==> config.mk <==
export PLATFORM = sky130hd
export DESIGN_NAME = exp_fp32_128_stream_ctrl
export DESIGN_NICKNAME = d
export VERILOG_FILES = /design/src/rtl/exp_fp32_128_pkg.sv /design/src/rtl/exp_fp32_128_stream_fifo.sv /design/src/rtl/exp_fp32_128_stream_ctrl.sv
export SDC_FILE = /design/constraint.sdc
export NUM_CORES = 2
export LEC_CHECK = 0
export ABC_AREA = 0
export BUFFER_PORTS_ARGS = -buffer_cell sky130_fd_sc_hd__buf_2
export CELL_PAD_IN_SITES_DETAIL_PLACEMENT = 1
export CELL_PAD_IN_SITES_GLOBAL_PLACEMENT = 1
export CORE_MARGIN = 1
export CORE_UTILIZATION = 48
export CTS_CLUSTER_SIZE = 40
export DETAILED_ROUTE_END_ITERATION = 12
export HOLD_SLACK_MARGIN = 0.08
export PLACE_DENSITY_LB_ADDON = 0.25
export SYNTH_ARGS = -nofsm -noshare
export SYNTH_HDL_FRONTEND = slang
export SYNTH_HIERARCHICAL = 1
export SYNTH_SLANG_ARGS = --single-unit
==> constraint.sdc <==
create_clock -name aclk -period 10.7 [get_ports aclk]
set_clock_uncertainty 0.1 [all_clocks]
set_input_delay 0.535 -clock aclk [delete_from_list [all_inputs] [get_ports aclk]]
set_output_delay 0.535 -clock aclk [all_outputs]
set_load 0.05 [all_outputs]
==> src/rtl/exp_fp32_128_pkg.sv <==
// Types and constants shared by the fp32 exp datapath and its stream controller.
package exp_fp32_128_pkg;

   localparam int DATA_WIDTH = 128;
   localparam int LANES      = 4;

   typedef logic [31:0]         fp32_t;
   typedef fp32_t [LANES-1:0]   fp32x4_t;

   // One result FIFO entry: datapath output tagged with the tlast of its source beat.
   typedef struct packed {
      logic    last;
      fp32x4_t data;
   } result_t;

endpackage

==> src/rtl/exp_fp32_128_stream_fifo.sv <==
// Synchronous first-word-fall-through FIFO with occupancy count; read data reads as zero when empty.
module exp_fp32_128_stream_fifo #(
   parameter int DEPTH = 16,
   parameter int WIDTH = 129
) (
   input  logic                     clk,
   input  logic                     rst_n,
   input  logic                     wr_en,
   input  logic [WIDTH-1:0]         wr_data,
   input  logic                     rd_en,
   output logic [WIDTH-1:0]         rd_data,
   output logic                     rd_valid,
   output logic [$clog2(DEPTH):0]   count
);

   localparam int PTR_W = $clog2(DEPTH);

   logic [WIDTH-1:0] mem [DEPTH];
   logic [PTR_W-1:0] wr_ptr;
   logic [PTR_W-1:0] rd_ptr;
   logic             full;
   logic             push;
   logic             pop;

   assign full     = (count == (PTR_W+1)'(DEPTH));
   assign push     = wr_en & ~full;
   assign rd_valid = (count != '0);
   assign pop      = rd_en & rd_valid;
   assign rd_data  = rd_valid ? mem[rd_ptr] : '0;

   // NOTE: the storage array is deliberately left out of reset; only pointers and count need a known state.
   always_ff @(posedge clk) begin
      if (push) mem[wr_ptr] <= wr_data;
   end

   always_ff @(posedge clk or negedge rst_n) begin
      if (!rst_n) begin
         wr_ptr <= '0;
         rd_ptr <= '0;
         count  <= '0;
      end else begin
         if (push) wr_ptr <= wr_ptr + 1'b1;
         if (pop)  rd_ptr <= rd_ptr + 1'b1;
         case ({push, pop})
            2'b10:   count <= count + 1'b1;
            2'b01:   count <= count - 1'b1;
            default: count <= count;
         endcase
      end
   end

   // The credit scheme upstream must never let a write reach a full FIFO.
   a_no_write_when_full: assert property (@(posedge clk) disable iff (!rst_n) !(wr_en && full));

endmodule

==> src/rtl/exp_fp32_128_stream_ctrl.sv <==
// Credit-based flow control around the fixed-latency fp32 exp datapath, with tlast realignment.
// Optional performance counters are built only when EXP_STREAM_PERF_EN is defined.
module exp_fp32_128_stream_ctrl
   import exp_fp32_128_pkg::*;
#(
   parameter int LATENCY    = 8,
   parameter int FIFO_DEPTH = 16,
   parameter int CNT_WIDTH  = 32
) (
   input  logic                    aresetn,
   input  logic                    aclk,
   input  logic [DATA_WIDTH-1:0]   s_axi4s_tdata,
   input  logic                    s_axi4s_tlast,
   input  logic                    s_axi4s_tvalid,
   output logic                    s_axi4s_tready,
   output logic [DATA_WIDTH-1:0]   calc_in_data,
   output logic                    calc_in_valid,
   input  logic [DATA_WIDTH-1:0]   calc_out_data,
   input  logic                    calc_out_valid,
   output logic [DATA_WIDTH-1:0]   m_axi4s_tdata,
   output logic                    m_axi4s_tlast,
   output logic                    m_axi4s_tvalid,
   input  logic                    m_axi4s_tready,
   output logic                    busy,
   output logic                    err_underrun,
   output logic [CNT_WIDTH-1:0]    perf_in_beats,
   output logic [CNT_WIDTH-1:0]    perf_stall_cycles
);

   localparam int CNT_W  = $clog2(FIFO_DEPTH) + 1;
   localparam int USED_W = CNT_W + 1;
   localparam logic [USED_W-1:0] CREDITS = USED_W'(FIFO_DEPTH);

   logic [CNT_W-1:0]  inflight;
   logic [CNT_W-1:0]  fifo_count;
   logic [USED_W-1:0] used;
   logic              ready_en;
   logic              accept;
   logic              ret_ok;
   logic [LATENCY:0]  tlast_pipe;
   result_t           wr_entry;
   result_t           rd_entry;

   // Credits come only from registered state, so m_axi4s_tready has no path to s_axi4s_tready.
   assign used           = USED_W'(inflight) + USED_W'(fifo_count);
   assign s_axi4s_tready = ready_en & (used < CREDITS);
   assign accept         = s_axi4s_tvalid & s_axi4s_tready;
   assign ret_ok         = calc_out_valid & (inflight != '0);

   always_ff @(posedge aclk or negedge aresetn) begin
      if (!aresetn) begin
         ready_en      <= 1'b0;
         calc_in_valid <= 1'b0;
         calc_in_data  <= '0;
         tlast_pipe    <= '0;
         inflight      <= '0;
         err_underrun  <= 1'b0;
      end else begin
         ready_en      <= 1'b1;
         calc_in_valid <= accept;
         if (accept) calc_in_data <= s_axi4s_tdata;
         // tlast enters with the accept and exits in the cycle its result returns.
         tlast_pipe    <= {tlast_pipe[LATENCY-1:0], accept & s_axi4s_tlast};
         case ({accept, ret_ok})
            2'b10:   inflight <= inflight + 1'b1;
            2'b01:   inflight <= inflight - 1'b1;
            default: inflight <= inflight;
         endcase
         if (calc_out_valid && (inflight == '0)) err_underrun <= 1'b1;
      end
   end

   assign wr_entry.last = tlast_pipe[LATENCY];
   assign wr_entry.data = calc_out_data;

   exp_fp32_128_stream_fifo #(
      .DEPTH (FIFO_DEPTH),
      .WIDTH ($bits(result_t))
   ) u_fifo (
      .clk      (aclk),
      .rst_n    (aresetn),
      .wr_en    (ret_ok),
      .wr_data  (wr_entry),
      .rd_en    (m_axi4s_tready),
      .rd_data  (rd_entry),
      .rd_valid (m_axi4s_tvalid),
      .count    (fifo_count)
   );

   assign m_axi4s_tdata = rd_entry.data;
   assign m_axi4s_tlast = rd_entry.last;
   assign busy          = (inflight != '0) | m_axi4s_tvalid;

`ifdef EXP_STREAM_PERF_EN
   always_ff @(posedge aclk or negedge aresetn) begin
      if (!aresetn) begin
         perf_in_beats     <= '0;
         perf_stall_cycles <= '0;
      end else begin
         if (accept) perf_in_beats <= perf_in_beats + 1'b1;
         if (s_axi4s_tvalid && !s_axi4s_tready) perf_stall_cycles <= perf_stall_cycles + 1'b1;
      end
   end
`else
   assign perf_in_beats     = '0;
   assign perf_stall_cycles = '0;
`endif

endmodule

==> flow_summary.toml <==
[outcome]
status = "finished, final reports clean"

[floorplanning]
die_h_um = 421
placementRows = 153
pin_count = 588
design.die.area_mm2 = 0.177
fp.coreArea_mm2 = 0.174
fp.dieW_um = 421
initial_core_util_pct = 48.4

[synth]
synth_cell_types = 42
synth-seq-area-share_pct = 78.3
synth_area_leaders = "edfxtp_1, mux4_2, dfrtp_1"
ys_ff_latch = 2222
avgSynthCellArea_um2 = 23.2
yosys_warnings = 6
synth_area_mm2 = 0.0842
yosysMostFrequentCell = "edfxtp_1"
synth_ff_type = "edfxtp_1"
syn_inst = 3625
yosys.area.top_type = "edfxtp_1"
synth_top_cell_area_share_pct = 73.6
ys_async_sr_fraction_pct = 7.11
synth_edf_count = 2064
synth_common_cells = "edfxtp_1, mux4_2, dfrtp_1"

[worst_setup_path]
crit_type = "register to output pin"
crit_fanout = 129
path_cells = "buf_4, buf_4, buf_12, mux4_2, mux2i_1, o21ai_0, buf_2"
crit_arrival_ns = 5.75
end_kind = "output pin"
cpMostUsedCell = "buf_4"
crit_path_max_incr_delay_ns = 0.83
slowest_stage = "buf_4"
startpoint_type = "register"
cp_data_required_time_ns = 10.07

[timing]
period_share_pct = 59.6
setup_viol = 0
tns_ns = 0
worst_slack_ns = 4.32
final_max_slew_viol_count = 0
fin_crit_ns = 6.38
hold_viol_final = 0
relSlewSlack_pct = 20.5
max_freq_mhz = 157
worst_pin_slew_ns = 1.19
rsz0062_at_grt = "false"
whs_ns = 0.247

[pwr]
max-vdd-ir-drop_mv = 0.274
power_mw = 28.8
powerDensity_mw_per_mm2 = 291
leakagePower_nw = 33.0

[cts]
insertion_delay_ns = 0.83
htree_levels = 4
cts_setup_buffers = 0
path_clk_slew_ns = 0.06
cts_tree = "built"
clk_path_buf_depth = 3
cts-buffers-inserted = 220
clock-sinks = 2222
root_buffer = "clkbuf_16"

[grt]
antenna_found_initial = 21
grt_usage_pct = 24.1
grt_max_degree = 131
grt_pass1_wl_mm = 306
grt_pass1_vias = 43300
grt-ovfl-total = 0

[placed_design]
pre_cts_slack_ns = 5.06
placed_cells = 6349
placed_area_mm2 = 0.0894
dp_hpwl_mm = 111
portBuffers = 523
gp_congestion = 0.886

[drt]
via_per_inst = 5.80
drcViolationCount = 0
wire_per_inst_um = 30.1
drt-pass1-iter-count = 5
postRouteAntennaNets = 0
drt_iter0_drc = 3184
num_vias = 40800
drt_wl_total_mm = 211

[layout]
fin_nets = 4785
fillers = 14900
design_area_mm2 = 0.0988
area_delta_synth_final_pct = 17.4
fin_util_pct = 56.8
final_cells = 7023
drive_gt1_share_pct = 31.4

[worst_hold_path]
min_path_type = "primary input to asynchronous set/reset pin"

[run]
max-cap-violations = 0
cells by family (layout without fill, tap and decap cells):
logic type | after synthesis | in the layout | share of synthesized area [%]
flops | 2222 | 2222 | 78.3
mux | 776 | 776 | 17.1
compound gates | 279 | 279 | 2.08
buf+inv | 263 | 1266 | 1.71
simple gates | 49 | 49 | 0.314
fa+ha+maj | 17 | 17 | 0.262
xor+xnor | 17 | 17 | 0.177
other cells | 2 | 72 | 0.00892
critical path: cells and delay by family, from the launching register on:
kind / cells / cell delay [ns]
compound gates: 1 / 0.70
mux: 2 / 0.44
flops: 1 / 0.72
buf+inv: 4 / 2.51
metal layers:
layer,vias up,GRT usage [%],routed length (um)
met2,1071,41.5,110000
met5,-,0,63
met1,22400,32.5,87900
li1,17000,-,-
met3,276,3.59,9540
met4,10,5.97,3940
layout make-up:
cell class                      count  area (um^2)  area share (%)
Clock buffer                      270         5750            5.82
Multi-Input combinational cell   1203        17200            17.4
Tap cell                         2325         2910            2.95
Sequential cell                  2222        65900            66.8
Timing Repair Buffer              850         5900            5.98
Inverter                            9         33.8          0.0342
Clock inverter                    137         1020            1.03
Antenna cell                        7         17.5          0.0177
what timing repair did:
item                                   in CTS  in global routing
endpoints found under the hold margin    2263                  0
resized for setup                           0                  0
hold buffers                              260                  0
flip-flops by register name (all words and copies together) (netlist names):
| register | count |
|---|---|
| err_underrun | 1 |
| u_fifo/count | 5 |
| ready_en | 1 |
| u_fifo/rd_ptr | 4 |
| inflight | 5 |
| calc_in_valid | 1 |
| u_fifo/mem | 2064 |
| u_fifo/wr_ptr | 4 |
| tlast_pipe | 9 |
| calc_in_data | 128 |
layout by cell type, fill, tap and decap left out, types with 5 or more instances in the layout:
cell / netlist / layout
bufinv_16: 0 / 11
inv_6: 0 / 6
dlygate4sd3_1: 0 / 260
clkinv_1: 0 / 64
mux2i_1: 128 / 128
dfrtp_1: 158 / 155
ha_1: 16 / 16
inv_1: 9 / 9
buf_2: 105 / 522
mux4_2: 517 / 517
clkbuf_16: 0 / 222
clkinvlp_4: 0 / 5
o21ai_0: 133 / 133
clkbuf_1: 44 / 47
mux2_1: 87 / 87
a21oi_1: 8 / 8
buf_4: 68 / 53
a22oi_1: 128 / 128
clkinv_2: 0 / 44
edfxtp_1: 2064 / 2064
diode_2: 0 / 7
xor2_1: 8 / 8
xnor2_1: 9 / 9
nand2_1: 12 / 11
nor2_4: 0 / 12
conb_1: 2 / 65
buf_12: 0 / 14
mux2_2: 44 / 44
power by group:
| group | internal (mW) | switching, mW | total, mW |
|---|---|---|---|
| combinational | 3.36 | 7.04 | 10.4 |
| clock | 4.07 | 3.23 | 7.30 |
| sequential | 10.6 | 0.474 | 11.1 |
final timing paths:
| check | from | endpoint | slack (ns) | cells after the start |
|---|---|---|---|---|
| setup / recovery | u_fifo/rd_ptr[3]$_DFFE_PN0P_ | m_axi4s_tdata[58] | 4.32 | 7 |
| hold / removal | aresetn | calc_in_data[38]$_DFFE_PN0P_ | 0.25 | 2 |
| setup reg to reg | inflight[1]$_DFFE_PN0P_ | u_fifo/mem[6][37]$_DFFE_PP_ | 6.20 | 8 |
| hold reg to reg | tlast_pipe[2]$_DFF_PN0_ | tlast_pipe[3]$_DFF_PN0_ | 0.25 | 0 |
| max in group asynchronous | aresetn | calc_in_data[5]$_DFFE_PN0P_ | 8.64 | 3 |
| min in group aclk | tlast_pipe[2]$_DFF_PN0_ | tlast_pipe[3]$_DFF_PN0_ | 0.25 | 0 |
(Power assumes the default switching activity.)
